$ cat config.mk
export PLATFORM = sky130hd
export DESIGN_NAME = sync_debounce
export DESIGN_NICKNAME = d
export VERILOG_FILES = /design/src/rtl/sync_debounce_pkg.sv /design/src/rtl/sync_chain.sv /design/src/rtl/sync_debounce.sv
export SDC_FILE = /design/constraint.sdc
export NUM_CORES = 1
export LEC_CHECK = 0
export CORE_AREA = 10 10 66 74
export CTS_CLUSTER_SIZE = 12
export DETAILED_ROUTE_END_ITERATION = 6
export DIE_AREA = 0 0 76 84
export PLACE_DENSITY = 0.81
export SLEW_MARGIN = 20
export SYNTH_ARGS = -nofsm -noshare
export SYNTH_HDL_FRONTEND = slang
export SYNTH_SLANG_ARGS = --single-unit
$ cat constraint.sdc
create_clock -name CLK -period 4.4 [get_ports CLK]
set_input_delay 0.88 -clock CLK [delete_from_list [all_inputs] [get_ports CLK]]
set_output_delay 0.88 -clock CLK [all_outputs]
set_load 0.02 [all_outputs]
$ cat src/rtl/sync_debounce_pkg.sv
`default_nettype none
// ============================================================================
//  Module      : sync_debounce_pkg
//  Description : Shared types and constants for the sync_debounce block:
//                debounce FSM state encoding and counter width.
//  Revision    : 1.0 - initial release
// ============================================================================
package sync_debounce_pkg;

    // Width of both the stability counter and the toggle counter.
    localparam int C_COUNT_WIDTH = 16;

    // Debounce FSM states. PEND_* states are "candidate level seen, waiting
    // for it to stay put long enough".
    typedef enum logic [1:0] {
        ST_STABLE_LO = 2'd0,
        ST_PEND_HI   = 2'd1,
        ST_STABLE_HI = 2'd2,
        ST_PEND_LO   = 2'd3
    } state_t;

endpackage : sync_debounce_pkg
`default_nettype wire

$ cat src/rtl/sync_chain.sv
`default_nettype none
// ============================================================================
//  Module      : sync_chain
//  Description : Multi-flop synchroniser for a single asynchronous level.
//                Every stage is an asynchronously reset flop that resets to
//                RESET_VALUE, so the chain output is well defined in reset.
//  Ports       : CLK       - destination clock
//                RST_IN    - asynchronous active-high reset
//                ASYNC_IN  - level from another domain / a pin
//                SYNC_OUT  - synchronised level (last stage)
//  Revision    : 1.0 - initial release
// ============================================================================
module sync_chain #(
    parameter int   DEPTH       = 2,
    parameter logic RESET_VALUE = 1'b0
) (
    input  logic CLK,
    input  logic RST_IN,
    input  logic ASYNC_IN,
    output logic SYNC_OUT
);

    logic [DEPTH-1:0] r_stage;

    // Stage 0 is the only flop that sees the asynchronous input.
    always_ff @(posedge CLK or posedge RST_IN) begin
        if (RST_IN) begin
            r_stage <= {DEPTH{RESET_VALUE}};
        end else begin
            r_stage <= {r_stage[DEPTH-2:0], ASYNC_IN};
        end
    end

    assign SYNC_OUT = r_stage[DEPTH-1];

endmodule : sync_chain
`default_nettype wire

$ cat src/rtl/sync_debounce.sv
`default_nettype none
// ============================================================================
//  Module      : sync_debounce
//  Description : Synchronises an asynchronous level, filters glitches by
//                requiring C_STABLE_CYCLES equal samples before accepting a
//                change, and reports accepted edges plus a saturating count.
//  Ports       : CLK          - sole clock, rising edge
//                RST_IN       - asynchronous active-high reset
//                ASYNC_IN     - raw level, may glitch
//                CLR_COUNT    - synchronous clear of TOGGLE_COUNT
//                LEVEL_OUT    - filtered level (registered)
//                RISE_OUT     - one-cycle pulse on accepted 0->1
//                FALL_OUT     - one-cycle pulse on accepted 1->0
//                TOGGLE_COUNT - saturating count of accepted transitions
//  Revision    : 1.0 - initial release
// ============================================================================
module sync_debounce
    import sync_debounce_pkg::*;
#(
    parameter int C_SYNC_STAGES   = 2,
    parameter int C_STABLE_CYCLES = 16,
    parameter int C_RESET_VALUE   = 0
) (
    input  logic                     CLK,
    input  logic                     RST_IN,
    input  logic                     ASYNC_IN,
    input  logic                     CLR_COUNT,
    output logic                     LEVEL_OUT,
    output logic                     RISE_OUT,
    output logic                     FALL_OUT,
    output logic [C_COUNT_WIDTH-1:0] TOGGLE_COUNT
);

    // ------------------------------------------------------------------
    // Elaboration-time parameter checks
    // ------------------------------------------------------------------
    if (C_SYNC_STAGES < 2 || C_SYNC_STAGES > 4) begin : g_bad_sync_stages
        $error("sync_debounce: C_SYNC_STAGES=%0d outside 2..4", C_SYNC_STAGES);
    end
    if (C_STABLE_CYCLES < 2 || C_STABLE_CYCLES > 65535) begin : g_bad_stable_cycles
        $error("sync_debounce: C_STABLE_CYCLES=%0d outside 2..65535", C_STABLE_CYCLES);
    end
    if (C_RESET_VALUE != 0 && C_RESET_VALUE != 1) begin : g_bad_reset_value
        $error("sync_debounce: C_RESET_VALUE=%0d must be 0 or 1", C_RESET_VALUE);
    end

    // ------------------------------------------------------------------
    // Constants
    // ------------------------------------------------------------------
    localparam logic                     c_rst_level = (C_RESET_VALUE != 0);
    localparam state_t                   c_rst_state = c_rst_level ? ST_STABLE_HI : ST_STABLE_LO;
    localparam logic [C_COUNT_WIDTH-1:0] c_cnt_last  = C_COUNT_WIDTH'(C_STABLE_CYCLES - 1);
    localparam logic [C_COUNT_WIDTH-1:0] c_cnt_one   = C_COUNT_WIDTH'(1);
    localparam logic [C_COUNT_WIDTH-1:0] c_cnt_max   = '1;

    // ------------------------------------------------------------------
    // Synchroniser
    // ------------------------------------------------------------------
    logic w_sync;

    sync_chain #(
        .DEPTH       (C_SYNC_STAGES),
        .RESET_VALUE (c_rst_level)
    ) u_sync_chain (
        .CLK      (CLK),
        .RST_IN   (RST_IN),
        .ASYNC_IN (ASYNC_IN),
        .SYNC_OUT (w_sync)
    );

    // ------------------------------------------------------------------
    // Debounce FSM with registered outputs
    // ------------------------------------------------------------------
    state_t                   r_state;
    logic [C_COUNT_WIDTH-1:0] r_cnt;
    logic                     r_level;
    logic                     r_rise;
    logic                     r_fall;

    // The first sample that differs from the stable level already counts as
    // one, so acceptance happens when the counter reaches C_STABLE_CYCLES-1
    // while the sample is still the new level.
    always_ff @(posedge CLK or posedge RST_IN) begin
        if (RST_IN) begin
            r_state <= c_rst_state;
            r_cnt   <= '0;
            r_level <= c_rst_level;
            r_rise  <= 1'b0;
            r_fall  <= 1'b0;
        end else begin
            r_rise <= 1'b0;
            r_fall <= 1'b0;
            case (r_state)
                ST_STABLE_LO: begin
                    if (w_sync) begin
                        r_state <= ST_PEND_HI;
                        r_cnt   <= c_cnt_one;
                    end
                end
                ST_PEND_HI: begin
                    if (!w_sync) begin
                        r_state <= ST_STABLE_LO;
                        r_cnt   <= '0;
                    end else if (r_cnt == c_cnt_last) begin
                        r_state <= ST_STABLE_HI;
                        r_cnt   <= '0;
                        r_level <= 1'b1;
                        r_rise  <= 1'b1;
                    end else begin
                        r_cnt <= r_cnt + c_cnt_one;
                    end
                end
                ST_STABLE_HI: begin
                    if (!w_sync) begin
                        r_state <= ST_PEND_LO;
                        r_cnt   <= c_cnt_one;
                    end
                end
                ST_PEND_LO: begin
                    if (w_sync) begin
                        r_state <= ST_STABLE_HI;
                        r_cnt   <= '0;
                    end else if (r_cnt == c_cnt_last) begin
                        r_state <= ST_STABLE_LO;
                        r_cnt   <= '0;
                        r_level <= 1'b0;
                        r_fall  <= 1'b1;
                    end else begin
                        r_cnt <= r_cnt + c_cnt_one;
                    end
                end
                default: begin
                    r_state <= c_rst_state;
                    r_cnt   <= '0;
                end
            endcase
        end
    end

    // ------------------------------------------------------------------
    // Toggle counter: counts the registered pulses, so it moves one cycle
    // after each pulse. Clear takes priority over an increment.
    // ------------------------------------------------------------------
    logic [C_COUNT_WIDTH-1:0] r_toggle_count;

    always_ff @(posedge CLK or posedge RST_IN) begin
        if (RST_IN) begin
            r_toggle_count <= '0;
        end else if (CLR_COUNT) begin
            r_toggle_count <= '0;
        end else if ((r_rise || r_fall) && (r_toggle_count != c_cnt_max)) begin
            r_toggle_count <= r_toggle_count + c_cnt_one;
        end
    end

    assign LEVEL_OUT    = r_level;
    assign RISE_OUT     = r_rise;
    assign FALL_OUT     = r_fall;
    assign TOGGLE_COUNT = r_toggle_count;

endmodule : sync_debounce
`default_nettype wire

Yosys cells after proc, flatten, opt, wreduce, memory -nomap -nowiden

Index checks and enable logic that the tools add are counted.

Add/subtract/negate cells: 2
Equality and inequality tests: 13
Muxes and demuxes: 25
Reduce and logical (&&, ||, !) cells: 8

Operator list:

| kind                    | number |
|---|---|
| $mux W16                | 7 |
| $pmux W16 S4            | 1 |
| $add A16 B1 Y16 const B | 2 |
| $eq A16 B4 Y1 const B   | 1 |
| $ne A16 B16 Y1 const B  | 1 |
| $mux W2                 | 6 |
| $mux W1                 | 9 |
| $ne A2 B2 Y1 const B    | 4 |
| $pmux W2 S4             | 1 |
| $reduce_and A5 Y1       | 1 |
| $eq A2 B2 Y1 const B    | 2 |
| $ne A2 B1 Y1 const B    | 2 |
| $reduce_and A4 Y1       | 1 |
| $reduce_bool A2 Y1      | 2 |
| $ne A3 B2 Y1 const B    | 1 |
| $ne A3 B3 Y1 const B    | 1 |
| $eq A2 B1 Y1 const B    | 1 |
| $logic_not A2 Y1        | 1 |
| $pmux W1 S2             | 1 |
| $reduce_and A2 Y1       | 1 |
| $logic_and A1 B1 Y1     | 1 |
| $logic_or A1 B1 Y1      | 1 |

Register bits: 39
Input port bits: 4
Output and inout bits: 19

Longest topological paths before layout

Depth after elaboration: 4
Depth in mapped cells: 7
Depth with buffers taken out: 6

Hierarchy

From an unflattened synthesis, not the netlist that was laid out.

Cell total of the unflattened synthesis: 230
Area total of the unflattened synthesis: 2193.4 sq um

Modules (own cells, without submodules):

| module        | instances | cells an instance | area an instance (sq um) | seq. area each (sq um) |
|---|---|---|---|---|
| sync_debounce | 1         | 227               | 2139.6                   | 925.9 |
| sync_chain    | 1         | 3                 | 53.8                     | 50.0 |

Worst setup path after synthesis

No wires, ideal clock.

Path kind: register to register
Start point: reg r_toggle_count[0], in the netlist TOGGLE_COUNT[0]
End point: reg r_toggle_count[7], in the netlist TOGGLE_COUNT[7]
Library setup time: 0.078 ns
Data arrival time: 1.907 ns
Slack: 2.414 ns
Cell stages (with the launch flop): 8
Path buffers: 1
Period minus slack after synthesis: 1.986 ns
Cell sequence: dfrtp_1 ha_1 nand4_2 nor4_2 or2_1 buf_2 or4_1 a21oi_1

Cells in the longest elaborated chain, start to end: 3

RTL lines:

| element                                           | line                                       | text |
|---|---|---|
| start: declaration                                | sync_debounce.sv:144                       | `logic [C_COUNT_WIDTH-1:0] r_toggle_count;` |
| start signal: assignment                          | sync_debounce.sv:152                       | `r_toggle_count <= r_toggle_count + c_cnt_one;` |
| $add A16 B1 Y16 or $ne A16 B16 Y1 (tied branches) | sync_debounce.sv:152, sync_debounce.sv:151 |  |
| $mux W16 or $logic_and A1 B1 Y1 (tied branches)   | sync_debounce.sv:151                       | `end else if ((r_rise \|\| r_fall) && (r_toggle_count != c_cnt_max)) begin` |
| $mux W16 or $reduce_bool A2 Y1 (tied branches)    | -                                          |  |

Parallel ways exist; a longest one is shown, timed or not. The select of a mux whose other input is x is not followed.
A chain may end at the register's enable or synchronous reset.

Final worst setup path

Start point: reg r_toggle_count[9], in the netlist TOGGLE_COUNT[9]
End point: out TOGGLE_COUNT[9]

RTL lines:

| element          | line                | text |
|---|---|---|
| end: declaration | sync_debounce.sv:31 | `output logic [C_COUNT_WIDTH-1:0] TOGGLE_COUNT` |

No word-level cell between the ends.

==> reports/results.ini <==
[clocking]
numCtsBuffers=5
cts-hold-fix-buffers=0
cts_tree=yes
cts-root-buf=clkbuf_8
clockBufferDepth=2
cts_setup_buffers=0
clk_latency_ns=0.29
htreeDepth=2
cts-resized-gates=0
path_clk_slew_ns=0.08
cts_sinks=39

[worst_hold_path]
hold_depth=0
holdCritPathClass=flip-flop to flip-flop

[timing]
timing.fmax_ghz=0.432
slew_headroom_pct=55.9
timing.hold.ws_ns=0.351
slew_violations=0
rsz0062_at_grt=false
worst_pin_slew_ns=0.659
layout_min_cycle_time_ns=2.31
skew_ns=0.00673
setup_violations=0
period_share_pct=52.6
hold_viol_final=0
tns_ns=0
finalWorstSetupSlack_ns=2.09

[drt]
vias=1500
drt_iter0_markers=67
drcViolationCount=0
drt_wl_total_um=3770
routed_via_density=5.49
first_pass_iters=4
ant_nets=0
routedWlPerCell_um=13.8

[cells_and_area]
final_core_util_pct=67.4
diodes=0
stdcell_area_sq_um=2350
layout-drive-gt1-share_pct=8.07
n_fill_cell=271
area_delta_synth_final_pct=19.9
final_common_cell=dfrtp_1
final_cell_mix=dfrtp_1, nor2_1, clkdlybuf4s50_1, xor2_1, nand3_1
final_nets=228
final_cells=273

[yosys]
seq_area_frac_synth_pct=49.8
synth_edf_count=0
ys.flop_type=dfrtp_1
ys_warn_count=0
syn_nets=202
synthDistinctLibCells=42
async_flop_share_pct=100
yosys_register_bits=39
netlist_area_sq_um=1960
synthCells=196
syn_area_per_cell_sq_um=9.99

[worst_setup_path]
path_cells=clkdlybuf4s50_1
start_kind=flip-flop
worstSetupPathDepth=1
crit_fanout=8
critPathBufInv=1
critPathKind=flip-flop to output port
slowest_stage=clkdlybuf4s50_1
slowest_delay_ns=0.66
crit_family=buffers and inverters
reg2regPathDepth=6
worstSetupEndpointType=output port
worstPathRequired_ns=3.52
cp.arrival_ns=1.43

[placed_design]
dp_cells=265
place_ws_ns=2.09
post-dp-hpwl_um=2650
dpl_cell_area_sq_um=2230
place_congestion=0.828
io_buffers=22

[floorplanning]
io_pins=23
core-area_sq_um=3480
die_w_um=76
dieArea_sq_um=6380
initial_utilization_pct=56.2
num_rows=23
die_y_um=84

[global_routing]
grt_util_all_layers_pct=12.6
overflow=0
antenna_found_initial=0
grt_pass1_wl_um=6670
grt_max_degree=40
grt_pass1_vias=1514

[power_and_ir_drop]
powerDensity_nw_per_um2=299
ir_worst_vdd_uv=210
power_mw=0.703
leakagePower_nw=0.985

[job]
drv_cap=0

[run_status]
outcome=completed

cell usage after synthesis (all sizes together) (2+ instances only):
master | count | area share [%]
a21oi | 6 | 1.5
and3 | 4 | 1.3
and4 | 5 | 2.2
buf | 3 | 0.70
dfrtp | 39 | 50
ha | 2 | 1.3
inv | 5 | 0.96
mux2 | 4 | 2.3
nand2 | 12 | 2.3
nand3 | 14 | 3.8
nand4 | 8 | 3.2
nor2 | 29 | 6.1
nor2b | 3 | 0.96
nor3 | 5 | 1.3
nor3b | 4 | 1.5
nor4 | 6 | 2.6
o2111a | 2 | 1.2
o21ai | 9 | 2.3
o31ai | 2 | 0.77
or2 | 2 | 0.64
or3 | 2 | 0.64
or4 | 2 | 0.77
xnor2 | 4 | 1.8
xor2 | 15 | 6.7
routing by layer:
layer	up-vias	global-route usage (%)	part of all wire, %
li1	758	-	-
met1	715	13.1	44
met2	23	21.5	49
met3	4	4.96	5.1
met4	0	6.21	1.3
met5	-	0	0
layout make-up:
type                       instances  area [sq um]  share of cell area (%)
tap                               50          62.6                    2.66
timing repair buffer              23           228                    9.70
clock inverter                     2          35.0                    1.49
clock buffer                       6          82.6                    3.52
inverter                           5          18.8                   0.799
sequential                        39           976                    41.6
multi-input combinational        148           946                    40.3
final timing paths:
check | slack (ns) | to | from
min in group asynchronous | 0.99 | TOGGLE_COUNT[3]$_DFFE_PP0P_ | RST_IN
max in group asynchronous | 3.08 | r_cnt[6]$_DFFE_PP0P_ | RST_IN
max reg2reg | 2.28 | TOGGLE_COUNT[1]$_DFFE_PP0P_ | TOGGLE_COUNT[0]$_DFFE_PP0P_
min reg2reg | 0.35 | u_sync_chain.r_stage[1]$_DFF_PP0_ | u_sync_chain.r_stage[0]$_DFF_PP0_
max | 2.09 | TOGGLE_COUNT[9] | TOGGLE_COUNT[9]$_DFFE_PP0P_
min | 0.35 | u_sync_chain.r_stage[1]$_DFF_PP0_ | u_sync_chain.r_stage[0]$_DFF_PP0_
cells by family after synthesis:
| family | count (synthesis) | synth area share, % |
|---|---|---|
| compound gates | 24 | 7.73 |
| mux | 5 | 2.81 |
| flops | 39 | 49.8 |
| xor+xnor | 19 | 8.50 |
| fa+ha+maj | 2 | 1.28 |
| simple gates | 98 | 28.0 |
| buf+inv | 9 | 1.85 |
state kept, by name, indices dropped and copies added, names as in the netlist, named ones only:
| name | cells |
|---|---|
| TOGGLE_COUNT | 16 |
| r_cnt | 16 |
| u_sync_chain.r_stage | 2 |
| FALL_OUT | 1 |
| LEVEL_OUT | 1 |
| RISE_OUT | 1 |
| r_state | 1 |
where the power goes:
| part | leakage, nW | switching [mW] | internal [mW] | total, mW |
|---|---|---|---|---|
| Sequential | 0.535 | 0.00525 | 0.363 | 0.368 |
| Combinational | 0.389 | 0.0181 | 0.00941 | 0.0276 |
| Clock | 0.0612 | 0.124 | 0.183 | 0.307 |
Power figures use the tool's default switching activity.
